### src/rtl/id_ex_stage.sv
`default_nettype none
// ============================================================================
//  Module   : id_ex_stage
//  Purpose  : ID/EX pipeline register with operand forwarding for the MIPS
//             execute stage. It captures the decoded instruction each cycle,
//             forwards EX/MEM and MEM/WB results into the ALU operands, and
//             detects load-use hazards. A load-use hazard is answered with a
//             one-cycle ID stall plus a bubble into EX.
//  Ports    :
//    clk, rst            - rising-edge clock, synchronous active-high reset
//    id_*                - decoded instruction fields coming from ID
//    mem_fwd_*           - EX/MEM result port (highest forwarding priority)
//    wb_fwd_*            - MEM/WB result port
//    stall_in, flush     - downstream hold request / kill entering instruction
//    stall_id            - ID/IF must hold this cycle
//    ex_valid, ex_rd,
//    ex_reg_write,
//    ex_mem_read,
//    ex_mem_write        - registered instruction status for later stages
//    rega, regb, control - ALU operands and opcode
//    ex_store_data       - forwarded rt value for stores
//  Revision : 1.0 - initial release
// ============================================================================
module id_ex_stage #(
    parameter int DATA_WIDTH = 16,
    parameter int OP_SIZE    = 4,
    parameter int REG_BITS   = 5
) (
    input  logic                  clk,
    input  logic                  rst,
    input  logic                  id_valid,
    input  logic [REG_BITS-1:0]   id_rs,
    input  logic [REG_BITS-1:0]   id_rt,
    input  logic [REG_BITS-1:0]   id_rd,
    input  logic [DATA_WIDTH-1:0] id_rs_data,
    input  logic [DATA_WIDTH-1:0] id_rt_data,
    input  logic [DATA_WIDTH-1:0] id_imm,
    input  logic                  id_use_imm,
    input  logic                  id_shift_imm,
    input  logic [4:0]            id_shamt,
    input  logic [OP_SIZE-1:0]    id_control,
    input  logic                  id_reg_write,
    input  logic                  id_mem_read,
    input  logic                  id_mem_write,
    input  logic                  mem_fwd_we,
    input  logic [REG_BITS-1:0]   mem_fwd_addr,
    input  logic [DATA_WIDTH-1:0] mem_fwd_data,
    input  logic                  wb_fwd_we,
    input  logic [REG_BITS-1:0]   wb_fwd_addr,
    input  logic [DATA_WIDTH-1:0] wb_fwd_data,
    input  logic                  stall_in,
    input  logic                  flush,
    output logic                  stall_id,
    output logic                  ex_valid,
    output logic [REG_BITS-1:0]   ex_rd,
    output logic                  ex_reg_write,
    output logic                  ex_mem_read,
    output logic                  ex_mem_write,
    output logic [DATA_WIDTH-1:0] rega,
    output logic [DATA_WIDTH-1:0] regb,
    output logic [OP_SIZE-1:0]    control,
    output logic [DATA_WIDTH-1:0] ex_store_data
);

    localparam int c_SHAMT_BITS = 5;

    // ID/EX pipeline register
    logic                  r_valid;
    logic [REG_BITS-1:0]   r_rs;
    logic [REG_BITS-1:0]   r_rt;
    logic [REG_BITS-1:0]   r_rd;
    logic [DATA_WIDTH-1:0] r_rs_data;
    logic [DATA_WIDTH-1:0] r_rt_data;
    logic [DATA_WIDTH-1:0] r_imm;
    logic                  r_use_imm;
    logic                  r_shift_imm;
    logic [4:0]            r_shamt;
    logic [OP_SIZE-1:0]    r_control;
    logic                  r_reg_write;
    logic                  r_mem_read;
    logic                  r_mem_write;

    logic                  w_id_reads_rt;
    logic                  w_load_use;
    logic [DATA_WIDTH-1:0] w_rs_f;
    logic [DATA_WIDTH-1:0] w_rt_f;

    // rt is a true source operand unless it is only the destination of an
    // immediate-form instruction; stores and immediate shifts still read it.
    assign w_id_reads_rt = !id_use_imm || id_mem_write || id_shift_imm;

    // A load in EX cannot forward its data yet, so a dependent ID
    // instruction has to wait one cycle and then pick it up from EX/MEM.
    assign w_load_use = r_valid && r_mem_read && (r_rd != '0) && id_valid &&
                        ((id_rs == r_rd) || ((id_rt == r_rd) && w_id_reads_rt));

    assign stall_id = (w_load_use || stall_in) && !flush;

    always_ff @(posedge clk) begin
        if (rst || flush || (!stall_in && w_load_use)) begin
            r_valid     <= 1'b0;
            r_rs        <= '0;
            r_rt        <= '0;
            r_rd        <= '0;
            r_rs_data   <= '0;
            r_rt_data   <= '0;
            r_imm       <= '0;
            r_use_imm   <= 1'b0;
            r_shift_imm <= 1'b0;
            r_shamt     <= '0;
            r_control   <= '0;
            r_reg_write <= 1'b0;
            r_mem_read  <= 1'b0;
            r_mem_write <= 1'b0;
        end else if (!stall_in) begin
            r_valid     <= id_valid;
            r_rs        <= id_rs;
            r_rt        <= id_rt;
            r_rd        <= id_rd;
            r_rs_data   <= id_rs_data;
            r_rt_data   <= id_rt_data;
            r_imm       <= id_imm;
            r_use_imm   <= id_use_imm;
            r_shift_imm <= id_shift_imm;
            r_shamt     <= id_shamt;
            r_control   <= id_control;
            r_reg_write <= id_reg_write;
            r_mem_read  <= id_mem_read;
            r_mem_write <= id_mem_write;
        end
    end

    // Forwarding: EX/MEM beats MEM/WB, and r0 is never forwarded.
    always_comb begin
        w_rs_f = r_rs_data;
        if (mem_fwd_we && (mem_fwd_addr == r_rs) && (r_rs != '0)) begin
            w_rs_f = mem_fwd_data;
        end else if (wb_fwd_we && (wb_fwd_addr == r_rs) && (r_rs != '0)) begin
            w_rs_f = wb_fwd_data;
        end

        w_rt_f = r_rt_data;
        if (mem_fwd_we && (mem_fwd_addr == r_rt) && (r_rt != '0)) begin
            w_rt_f = mem_fwd_data;
        end else if (wb_fwd_we && (wb_fwd_addr == r_rt) && (r_rt != '0)) begin
            w_rt_f = wb_fwd_data;
        end
    end

    // Operand selection. Immediate shifts shift the rt value by shamt.
    always_comb begin
        rega = w_rs_f;
        regb = w_rt_f;
        if (r_shift_imm) begin
            rega = w_rt_f;
            regb = {{(DATA_WIDTH-c_SHAMT_BITS){1'b0}}, r_shamt};
        end else if (r_use_imm) begin
            regb = r_imm;
        end
    end

    assign ex_store_data = w_rt_f;
    assign control       = r_control;
    assign ex_valid      = r_valid;
    assign ex_rd         = r_rd;
    assign ex_reg_write  = r_reg_write;
    assign ex_mem_read   = r_mem_read;
    assign ex_mem_write  = r_mem_write;

endmodule
`default_nettype wire

### config.mk
export PLATFORM = sky130hd
export DESIGN_NAME = id_ex_stage
export DESIGN_NICKNAME = d
export VERILOG_FILES = /design/src/rtl/id_ex_stage.sv
export SDC_FILE = /design/constraint.sdc
export NUM_CORES = 1
export LEC_CHECK = 0
export CORE_ASPECT_RATIO = 1.4
export CORE_MARGIN = 3
export CORE_UTILIZATION = 35
export DETAILED_ROUTE_END_ITERATION = 16
export PLACE_DENSITY = 0.67
export SETUP_SLACK_MARGIN = 0.5
export SLEW_MARGIN = 20
export SYNTH_ARGS = -nofsm -noshare
export SYNTH_HDL_FRONTEND = slang
export SYNTH_SLANG_ARGS = --single-unit
### constraint.sdc
create_clock -name clk -period 2.5 [get_ports clk]
set_input_delay 0.25 -clock clk [delete_from_list [all_inputs] [get_ports clk]]
set_output_delay 0.25 -clock clk [all_outputs]
set_load 0.05 [all_outputs]
### Word level (Yosys, flattened, before mapping)

Index checks and enable logic that the tools add are counted.

| word-level totals | value |
|---|---|
| word-level logic and storage cells | 54 |
| register bits | 78 |

| cells by class | value |
|---|---|
| reduce and logical (&&, ||, !) cells | 27 |
| equal/unequal tests | 6 |
| muxes and demuxes | 7 |

Operators by type and width:

| cell | count |
|---|---|
| 16-bit 2-to-1 mux | 7 |
| 5-bit == test | 6 |
| 1-bit logical AND | 15 |
| 5-bit nonzero test | 3 |
| 1-bit logical OR | 6 |
| 1-bit zero test | 3 |

### Longest topological paths before layout

| depth | value |
|---|---|
| depth after elaboration | 8 |
| gate-level depth with buffers | 8 |

### Worst setup path before layout

OpenSTA, ideal clock, no wires.

| path | value |
|---|---|
| path kind | register -> output |
| start point | reg r_rt[0] |
| end point | out regb[15] |
| setup slack | -0.834 ns |
| data arrival time | 3.084 ns |
| required time | 2.250 ns |
| cell stages (with the launch flop) | 6 |
| buffers on the path | 0 |
| path through | dfxtp_1 > or4_4 > o211ai_2 > o21ai_0 > and3_1 > o41ai_1 |

| between the ends | value |
|---|---|
| cells in the longest elaborated chain, start to end | 7 |
| elaborated cells between the ends (all ways) | 11 |

RTL lines:

| what | RTL line | RTL |
|---|---|---|
| from (decl) | 70 | `logic [REG_BITS-1:0] r_rt;` |
| from (signal assigned) | 118 | `r_rt <= id_rt;` |
| 5-bit == test | 145 | `end else if (wb_fwd_we && (wb_fwd_addr == r_rt) && (r_rt != '0)) begin` |
| 1-bit logical AND (2 in a row) | 145 |  |
| 16-bit 2-to-1 mux | 145 |  |
| 16-bit 2-to-1 mux * | 143 | `if (mem_fwd_we && (mem_fwd_addr == r_rt) && (r_rt != '0)) begin` |
| 16-bit 2-to-1 mux * | 157 | `end else if (r_use_imm) begin` |
| 16-bit 2-to-1 mux * | 154 | `if (r_shift_imm) begin` |
| to (decl) | 60 | `output logic [DATA_WIDTH-1:0] regb,` |

Mark *: on every way between the ends. The rest lies on a longest branch, timed or not.

### Final worst setup path

| path | value |
|---|---|
| start point | in wb_fwd_addr[2] |
| end point | out rega[5] |

| between the ends | value |
|---|---|
| cells in the longest elaborated chain, start to end | 6 |
| elaborated cells between the ends (all ways) | 11 |

RTL lines:

| what | RTL line | RTL |
|---|---|---|
| from (decl) | 49 | `input logic [REG_BITS-1:0] wb_fwd_addr,` |
| 5-bit == test (on tied branches) | 138, 145 |  |
| 1-bit logical AND (on tied branches) (2 in a row) | 138, 145 |  |
| 16-bit 2-to-1 mux (on tied branches) | 138, 145 |  |
| 16-bit 2-to-1 mux (on tied branches) | 136, 143 |  |
| 16-bit 2-to-1 mux * | 154 |  |
| to (decl) | 59 | `output logic [DATA_WIDTH-1:0] rega,` |

Marked as above.

==> results.ini <==
[pwr]
cellLeakagePower_nw=3.66
power_density_nw_per_um2=410
ir_drop_mv=0.330
finalPower_mw=3.78

[routing]
firstDrtPassIters=5
drt-total-wl_um=20600
num_vias=5402
drt_iter0_markers=296
drc=0
final_antenna_net_count=0
wl_per_cell_um=21.6
avgViaCountPerCell=5.67

[synth]
ys_seq_area_share_pct=34.1
synth-seq-cells=78
synthArstFlopShare_pct=0
synthCells=550
ys_warn_count=0
syn-cell-area_um2=4580
synthesis.nets=676
synthFlopType=dfxtp_1
synth_edf_count=0
synth.avg_cell_area_um2=8.33
synth_cell_types=45

[global_routing]
grtUsageMet1_pct=29.6
grt_max_degree=74
grt.overflow.total=0
antenna_found_initial=2
grt_util_all_layers_pct=27.2
grt_util_met3_pct=7.82
grt_pass1_vias=5737
grt_pass1_wl_um=30400
busiest_layer=met2
met2_usage_pct=47.2

[place]
place_hpwl_um=14200
io_buffers=187
post-place-cells=907
gp_congestion=0.894

[timing]
slew_headroom_pct=64.1
final.setup.tns_ns=-4.92
worstMarginPinSlew_ns=0.538
min_period_over_period_pct=107
setup_viol=47
fmax_mhz=373
rsz0062_at_grt=true
drv_slew=0
fin_ws_ns=-0.178
fin_skew_ns=0.0101
min_period_ns=2.68
hold_violations=0

[setup_path]
rr_endpoint=r_rs_data[3]$_SDFFE_PP0N_
crit_buf_inv=2
reg2reg_from=ex_rd[3]$_SDFFE_PP0N_
crit_path_max_incr_delay_ns=0.66
critPathTopFamily=simple AND/OR/NAND/NOR gates
endpoint_kind=primary output
r2r_cells=7
cp-startpoint=wb_fwd_addr[2]
r2r_setup_slack_ns=0.57
critical_path_required_ns=2.25
crit_type=input port to primary output
worst_setup_path_start_kind=input port
slowest_stage=or4b_4
crit_fanout=8
crit_chain=clkdlybuf4s50_1 -> xor2_2 -> or4b_4 -> o21ai_2 -> a31oi_4 -> a22o_4 -> buf_12
arrival_ns=2.43

[final_layout]
final_common_cell=clkdlybuf4s50_1
register_area_um2=1590
final_nets=925
area_delta_synth_final_pct=101
final_cell_mix=135 x clkdlybuf4s50_1, 99 x nor2_1, 78 x mux2i_1, 68 x dfxtp_1, 60 x buf_12
multiInputGateArea_um2=3790
fillers=878
final_layout_size_suffix_gt1_share_pct=36.9
fin_util_pct=73.5
final_cells=953

[clock_tree]
cts_inserted_buffers=9
cts_tree=built
clk_pin_slew_worst_paths_ns=0.06
clk_path_buf_depth=2
htree_levels=3
root_buffer=clkbuf_16
worstSkewPairLatency_ns=0.34
cts.sinks=78

[worst_hold_path]
worstHoldStart=stall_in
min_to=r_use_imm$_SDFFE_PP0N_
hold_depth=3
min-delay-path-class=input port to register

[job]
maxCapViolations=0

[die]
die_h_um=141
die_area_um2=14500
io_pins=188
initial_core_util_pct=36.5
core.rowCount=48
core_um2=12600
die_w_um=103

[run_status]
status=finished with violations
violations=setup timing

==> registers in the layout, indices dropped and copies added (netlist names), 4 cells and up <==
name and flops:
r_imm 16, ex_rd 5, r_rt_data 16, r_rt 5, control 4, r_rs_data 16, r_shamt 5, r_rs 5
==> worst min-delay path: stages <==
cell	delay, ns
buf_4	0.27
mux2i_1	0.18
nor2_1	0.07
==> routing by layer <==
metal | routed length, um | vias to the layer above
li1 | - | 2491
met5 | 26 | -
met3 | 1550 | 77
met1 | 7210 | 2568
met4 | 1100 | 4
met2 | 10700 | 262
==> worst max-delay path by stage <==
stage	end	slack, ns	depth (start not counted)
floorplan	rega[10]	0.01	7
global placement	rega[2]	-0.15	7
detailed placement	rega[5]	-0.22	7
CTS	rega[10]	-0.15	8
global route	rega[8]	-0.23	7
finish	rega[5]	-0.18	7
==> synthesized netlist by cell type (8+ instances only) <==
master    count  area share, %
nand3_1      16            1.7
o211ai_1     15            2.5
xnor2_1      17            3.3
a32oi_1      10            1.9
dfxtp_1      78             34
nor3_1       33            3.6
o21ai_0      50            5.5
inv_1        16            1.3
and2_1       10            1.4
xor2_1       13            2.5
nor2_1      100            8.2
mux2i_1      78             17
clkbuf_1     26            2.1
a31oi_1      16            2.2
buf_2         8           0.87
a22o_1       15            2.9
==> what timing repair did <==
item / CTS / global route
setup buffers: 20 / 4
pin swaps: 12 / 10
endpoints found under the setup margin: 49 / 122
gates resized for setup: 79 / 42
hold buffers: 0 / 0
cloned: 5 / 2
==> area by class of cell <==
type / count / share of cell area [%]
timing repair buffer: 277 / 35.9
tap: 150 / 2.03
clock buffer: 11 / 2.63
antenna: 1 / 0.0271
clock inverter: 3 / 0.502
inverter: 16 / 0.651
sequential: 78 / 17.2
multi-input combinational: 417 / 41.1
==> logic make-up after synthesis <==
group / synth area share, %
AND/OR/NAND/NOR: 18.4
flip-flops: 34.1
XOR/XNOR: 5.74
AO/OA/AOI/OAI: 19.2
multiplexers: 17.0
buffers and inverters: 5.49
==> per-stage QoR <==
stage | instance area [um^2] | worst slack (ns) | hold slack, ns
after floorplan | 5210 | 0.0106 | 0.394
after global placement | 8080 | -0.153 | 0.471
after detailed placement | 8080 | -0.216 | 0.479
after CTS | 8990 | -0.149 | 0.469
after global routing | 9220 | -0.226 | 0.484
final | 9220 | -0.178 | 0.464
==> power breakdown <==
group	switching, mW	internal, mW	leakage (nW)
sequential	0.0387	1.28	0.642
clock	0.527	0.792	0.138
combinational	0.554	0.591	2.88
total	1.12	2.66	3.66
Power figures use the tool's default switching activity.
